==> src/rtl/bin_to_bcd_serial_if.sv <==
// bin_to_bcd_serial_if: start/done handshake and result bus of the serial binary-to-BCD converter
interface bin_to_bcd_serial_if #(
   parameter int BIN_W  = 8,
   parameter int DIGITS = 3
);
   logic                  start;
   logic [BIN_W-1:0]      bin;
   logic                  busy;
   logic                  done;
   logic [4*DIGITS-1:0]   bcd;
   logic                  overflow;
   modport master (output start, bin, input busy, done, bcd, overflow);
   modport slave  (input start, bin, output busy, done, bcd, overflow);
endinterface

==> src/rtl/bin_to_bcd_serial.sv <==
// bin_to_bcd_serial: double-dabble binary-to-BCD converter, one input bit per clock
module bin_to_bcd_serial #(
   parameter int BIN_W  = 8,
   parameter int DIGITS = 3
) (
   input  logic                 clk,
   input  logic                 rst,
   bin_to_bcd_serial_if.slave   bus
);
   localparam int CW = $clog2(BIN_W + 1);
   localparam int DW = 4 * DIGITS;
   typedef enum logic {IDLE, SHIFT} state_t;
   state_t            state;
   logic [BIN_W-1:0]  sh;
   logic [DW-1:0]     scr;
   logic              ovf_s;
   logic [CW-1:0]     cnt;
   logic [DW-1:0]     adj;
   logic [DW-1:0]     nscr;
   logic [BIN_W-1:0]  nsh;
   logic              nov;
   // one double-dabble iteration: add 3 to digits >= 5, shift left, catch the bit leaving the top digit
   always_comb begin
      adj = '0;
      for (int k = 0; k < DIGITS; k++)
         adj[4*k+:4] = scr[4*k+:4] >= 4'd5 ? scr[4*k+:4] + 4'd3 : scr[4*k+:4];
      {nscr, nsh} = {adj[DW-2:0], sh, 1'b0};
      nov = ovf_s | adj[DW-1];
   end
   // control FSM with registered handshake and result outputs
   always_ff @(posedge clk or posedge rst) begin
      if (rst) begin
         state        <= IDLE;
         sh           <= '0;
         scr          <= '0;
         ovf_s        <= 1'b0;
         cnt          <= '0;
         bus.busy     <= 1'b0;
         bus.done     <= 1'b0;
         bus.bcd      <= '0;
         bus.overflow <= 1'b0;
      end else begin
         bus.done <= 1'b0;
         case (state)
            IDLE: if (bus.start) begin
               sh       <= bus.bin;
               scr      <= '0;
               ovf_s    <= 1'b0;
               cnt      <= CW'(BIN_W);
               bus.busy <= 1'b1;
               state    <= SHIFT;
            end
            SHIFT: begin
               sh    <= nsh;
               scr   <= nscr;
               ovf_s <= nov;
               cnt   <= cnt - CW'(1);
               if (cnt == CW'(1)) begin
                  bus.bcd      <= nscr;
                  bus.overflow <= nov;
                  bus.done     <= 1'b1;
                  bus.busy     <= 1'b0;
                  state        <= IDLE;
               end
            end
            default: state <= IDLE;
         endcase
      end
   end
endmodule

==> src/flat_wrapper.sv <==
// flat-port wrapper written by rule: the top's interface ports become plain ports
module bin_to_bcd_serial_flat 
#(
   parameter int BIN_W  = 8,
   parameter int DIGITS = 3
)
  (clk, rst, bus_start, bus_bin, bus_busy, bus_done, bus_bcd, bus_overflow);
  bin_to_bcd_serial_if #(.BIN_W(BIN_W), .DIGITS(DIGITS)) bus_i ();
  input  logic clk;
  input  logic rst;
  input wire logic [$bits(bus_i.start)-1:0] bus_start;
  input wire logic [$bits(bus_i.bin)-1:0] bus_bin;
  output wire logic [$bits(bus_i.busy)-1:0] bus_busy;
  output wire logic [$bits(bus_i.done)-1:0] bus_done;
  output wire logic [$bits(bus_i.bcd)-1:0] bus_bcd;
  output wire logic [$bits(bus_i.overflow)-1:0] bus_overflow;
  assign bus_i.start = bus_start;
  assign bus_i.bin = bus_bin;
  assign bus_busy = bus_i.busy;
  assign bus_done = bus_i.done;
  assign bus_bcd = bus_i.bcd;
  assign bus_overflow = bus_i.overflow;
  bin_to_bcd_serial #(.BIN_W(BIN_W), .DIGITS(DIGITS)) u_core (.clk(clk), .rst(rst), .bus(bus_i));
endmodule
==> config.mk <==
export PLATFORM = sky130hd
export DESIGN_NAME = bin_to_bcd_serial_flat
export DESIGN_NICKNAME = d
export VERILOG_FILES = /design/src/rtl/bin_to_bcd_serial_if.sv /design/src/rtl/bin_to_bcd_serial.sv /design/src/flat_wrapper.sv
export SDC_FILE = /design/constraint.sdc
export NUM_CORES = 1
export LEC_CHECK = 0
export ABC_AREA = 1
export CAP_MARGIN = 15
export CORE_MARGIN = 2
export CORE_UTILIZATION = 54
export DETAILED_ROUTE_END_ITERATION = 16
export GPL_ROUTABILITY_DRIVEN = 0
export PLACE_DENSITY = 0.89
export SETUP_SLACK_MARGIN = 0.3
export SLEW_MARGIN = 0
export SYNTH_ARGS = -nofsm -noshare
export SYNTH_HDL_FRONTEND = slang
export SYNTH_SLANG_ARGS = --single-unit
==> constraint.sdc <==
create_clock -name clk -period 1.9 [get_ports clk]
set_clock_uncertainty 0.15 [all_clocks]
set_input_delay 0.19 -clock clk [delete_from_list [all_inputs] [get_ports clk]]
set_output_delay 0.19 -clock clk [all_outputs]
set_load 0.05 [all_outputs]
== After elaboration in Yosys (flattened, before gate mapping) ==
Cells that the tools add are included.
Operators by class
  order comparisons: 3
  add/subtract/negate cells: 4
  equality and inequality tests: 3
  reductions and logical operators: 2
  bitwise gates (word level): 2
  muxes and demuxes: 19
Operators by type and width (count)
  one-hot mux 12 bit (2 select lines): 1
  two-way mux 4 bit: 4
  one-hot mux 8 bit (2 select lines): 1
  adder 4 x 2 -> 4 bit (second input constant): 3
  greater-or-equal comparator 4 x 3 -> 1 bit (second input constant): 3
  two-way mux 12 bit: 1
  two-way mux 8 bit: 1
  one-hot mux 4 bit (2 select lines): 1
  two-way mux 1 bit: 7
  one-hot mux 1 bit (2 select lines): 3
  equality test 4 x 1 -> 1 bit (second input constant): 1
  != test 2 bit (second input constant): 2
  AND reduction 2 bit: 2
  subtractor 4 x 1 -> 4 bit (second input constant): 1
  NOT 1 bit: 1
  bitwise OR 1 bit: 1
Storage, ports and cells
  flip-flop bits (word level): 41
  input port bits: 11
  output and inout bits: 15
  word-level logic and storage cells: 42

== Depth between registers and ports, before layout ==
  word-level depth: 4
  mapped depth: 10
  gate-level depth less buffers: 10

== Least setup slack after synthesis ==
OpenSTA, ideal clock, no wires.
  path type: register to register
  start point: reg u_core.scr[0]
  end point: reg u_core.scr[1]
  cell stages (with the launch flop): 9
  required time: 1.685 ns
  arrival: 1.253 ns
  library setup time: 0.065 ns
  path buffers: 0
  setup slack: 0.432 ns
  period minus slack after synthesis: 1.468 ns
  cells stage by stage: dfrtp_1 > inv_1 > ha_1 > inv_1 > o21ai_0 > nand2_1 > nand2_1 > nand3_1 > nand2_1
On the way
  cells in the longest elaborated chain, start to end: 3
  elaborated cells between the ends (all ways): 4
  classes of those cells: add/sub (1); order compare (1); mux (2)
Ends and longest elaborated chain
  start, declared: RTL line bin_to_bcd_serial.sv:15  | logic [DW-1:0] scr;
  start signal, assigned: RTL line bin_to_bcd_serial.sv:55  | scr <= nscr;
  adder 4 x 2 -> 4 bit / greater-or-equal comparator 4 x 3 -> 1 bit (equally long branches): RTL line bin_to_bcd_serial.sv:26  | adj[4*k+:4] = scr[4*k+:4] >= 4'd5 ? scr[4*k+:4] + 4'd3 : scr[4*k+:4];
  two-way mux 4 bit (*): RTL line bin_to_bcd_serial.sv:26
  one-hot mux 12 bit (2 select lines) (*): RTL line bin_to_bcd_serial.sv:44  | case (state)
Every way passes the cells marked *; elsewhere a longest branch is shown, timed or not.
A chain may end at the register's enable or synchronous reset.

== Worst setup path after layout ==
  start point: reg u_core.cnt[1]
  end point: reg u_core.bus.bcd[1]
On the way
  cells in the longest elaborated chain, start to end: 2
Ends and longest elaborated chain
  start, declared: RTL line bin_to_bcd_serial.sv:17  | logic [CW-1:0] cnt;
  start signal, assigned: RTL line bin_to_bcd_serial.sv:49  | cnt <= CW'(BIN_W);
  start signal, assigned: RTL line bin_to_bcd_serial.sv:57  | cnt <= cnt - CW'(1);
  equality test 4 x 1 -> 1 bit: RTL line bin_to_bcd_serial.sv:58  | if (cnt == CW'(1)) begin
  AND reduction 2 bit (no line)
  end signal, assigned: RTL line bin_to_bcd_serial.sv:59  | bus.bcd <= nscr;
  end, declared: RTL line bin_to_bcd_serial_if.sv:13  | modport slave (input start, bin, output busy, done, bcd, overflow);
No other way between the ends.

==> qor.csv <==
metric;value;unit
start_util;56.8;%
final_common_cell;nand2_1;
synthCells;226;
netSwitchingFraction;50.8;%
vias;1714;
critPathRequiredTime;2.06;ns
hpwl;2760;um
p_per_area;1920;mW/mm^2
cts_buffers;5;
cts_max_level;2;
ys_seq_area_share;53.7;%
overflow;0;
synth_top_cell_by_area;dfrtp_1;
drv_slew;0;
finalCritPeriodShare;85.4;%
combPwrFrac;54.9;%
setup_violations;0;
yosysUniqueCellTypes;20;
power;4.53;mW
synth_fp_nets;245;
max_cap_viol_count;0;
grt_pass1_vias;1617;
drt_pass1_iterations;5;
rows;21;
cp.arrival;1.78;ns
syn_to_final_growth;23.7;%
antenna_found_initial;0;
cp-start-kind;register;
p_leak;1.22;nW
grt_start_max_net_pins;42;
drt_iter0_markers;110;
die-area;0.00403;sq mm
endpoint_kind;register;
clock_sinks;41;
wire_per_inst;14.0;um
crit_type;reg -> reg;
place_area;0.00222;sq mm
ys_warn_count;0;
avgViaCountPerCell;5.46;
hold_violations;0;
status;finished clean;
ant_nets;0;
clk_latency;0.36;ns
path_clk_slew;0.12;ns
root_buffer;clkbuf_4;
core_area;0.00336;sq mm
grtUsageTotal;22.4;%
die_x;63.5;um
ioPinCount;26;
worstPathCellList;inv_2 -> ha_4 -> nand2_4 -> nor3_4 -> buf_4 -> buf_6 -> nand3_1 -> nand2_1;
rsz0062_at_grt;yes;
yosysTopAreaCellShare;53.7;%
nets;286;
grt_first_pass_wirelength;6960;um
cp_top_family;simple AND/OR/NAND/NOR gates;
crit_fanout;7;
synth.ff_latch_count;41;
fmax;0.616;GHz
wl;4390;um
p_sw;2.30;mW
seqPwrFrac;35.8;%
final_area;0.00236;sq mm
num_antenna_cells;0;
min_path_type;in -> async;
holdBufCountCts;0;
peakVddDrop;0.964;mV
clock_path_buffers;2;
fin_crit;1.62;ns
tns;0;ns
fp.dieH;63.5;um
mostFrequentLayoutCells;nand2_1, dfrtp_1, nand3_1, inv_1, clkbuf_2;
drc;0;
cts_tree;done;
crit_buf_inv;3;
p_clk_share;9.3;%
io_buffers;25;
fill_cells;270;
synth_area_leaders;dfrtp_1, nand2_1, nand3_1;
slowest_stage;dfrtp_1;
tightest_slew;0.506;ns
syn_area;0.00191;sq mm
avgSynthCellArea;8.45;sq um
max-slew-margin-rel;66.3;%
p_int;2.23;mW
drive_above_1_share;22.8;%
slowest_delay;0.40;ns
-- cell families (layout without fill, tap and decap cells) --
family                   count (synthesis)  in the layout  synth area share [%]
AO/OA/AOI/OAI                           30             30                  8.78
AND/OR/NAND/NOR                        119            119                  26.0
buffers and inverters                   28             70                  6.23
adder cells (fa/ha/maj)                  8              8                  5.24
flip-flops                              41             41                  53.7
-- cells in the mapped netlist --
master and count:
nor2_2 1, dfrtp_1 41, nand2_1 85, a21oi_1 3, buf_6 1, clkbuf_1 1, nor2_1 4, nor3_4 1
o211ai_1 2, inv_1 21, inv_2 2, nand3_1 28, a31oi_1 1, buf_2 2, a22oi_1 1, o21ai_0 18
o22ai_1 4, a22o_1 1, ha_1 8, buf_4 1
-- final timing paths --
path                       slack [ns]  cells after the start                from            endpoint
max                              0.28                      8       u_core.cnt[1]   u_core.bus.bcd[1]
min                              0.09                      3                 rst   u_core.bus.bcd[3]
max reg2reg                      0.28                      8       u_core.cnt[1]   u_core.bus.bcd[1]
min reg2reg                      0.34                      2  u_core.bus.bcd[10]  u_core.bus.bcd[10]
max in group asynchronous        1.12                      3                 rst        u_core.state
min in group clk                 0.23                      3          bus_bin[5]        u_core.sh[5]
-- worst reg2reg max path, cell delays in order, from the launching register on --
cell and delay [ns]:
dfrtp_1 0.40, inv_2 0.09, ha_4 0.14, nand2_4 0.05, nor3_4 0.32, buf_4 0.18
buf_6 0.12, nand3_1 0.08, nand2_1 0.06
-- layer usage --
layer	global-route usage [%]	vias up	part of all wire, %
met1	26.7	821	40
met5	0	-	0
li1	-	815	-
met4	12.2	0	2.5
met3	5.54	13	6.1
met2	37.2	65	51
-- power groups by stage --
stage / Clock (mW) / Combinational, mW / Sequential [mW]
after floorplan: 0 / 1.18 / 2.01
after global placement: 0 / 2.17 / 1.58
after detailed placement: 0 / 2.27 / 1.60
after CTS: 0.433 / 2.21 / 1.58
after global routing: 0.475 / 2.73 / 1.68
final: 0.423 / 2.49 / 1.62
-- through the flow --
stage               cells  worst slack, ns  hold WS [ns]  utilization [%]
detailed placement    297            0.156         0.320             66.1
finish                314            0.278        0.0912             70.2
floorplan             226            0.432         0.160                -
CTS                   305            0.281         0.110             67.4
global route          314            0.193         0.136             70.2
global placement      297            0.289         0.316             66.1
-- area by class of cell --
| class | count | area [sq um] | share of cell area, % |
|---|---|---|---|
| well taps | 46 | 57.6 | 2.44 |
| inverters | 23 | 93.8 | 3.97 |
| repair inverters | 1 | 6.26 | 0.265 |
| clock buffers | 6 | 41.3 | 1.75 |
| multi-input cells | 157 | 836 | 35.4 |
| repair buffers | 38 | 289 | 12.2 |
| flip-flops and latches | 41 | 1030 | 43.5 |
| clock inverters | 2 | 10.0 | 0.424 |
-- flip-flops by register name (all words and copies together) (netlist names) --
register,cells
u_core.bus.bcd,12
u_core.scr,12
u_core.sh,8
u_core.cnt,4
u_core.bus.busy,1
u_core.bus.done,1
u_core.bus.overflow,1
u_core.ovf_s,1
u_core.state,1
-- repair_timing --
| action | in CTS | in global routing |
|---|---|---|
| cloned | 0 | 1 |
| gates resized for setup | 28 | 52 |
| buffers inserted | 0 | 8 |
| setup endpoints to repair | 30 | 37 |
| pin swaps | 0 | 6 |
| hold endpoints to repair | 0 | 0 |
No activity file was read; power rests on OpenSTA's default activity.
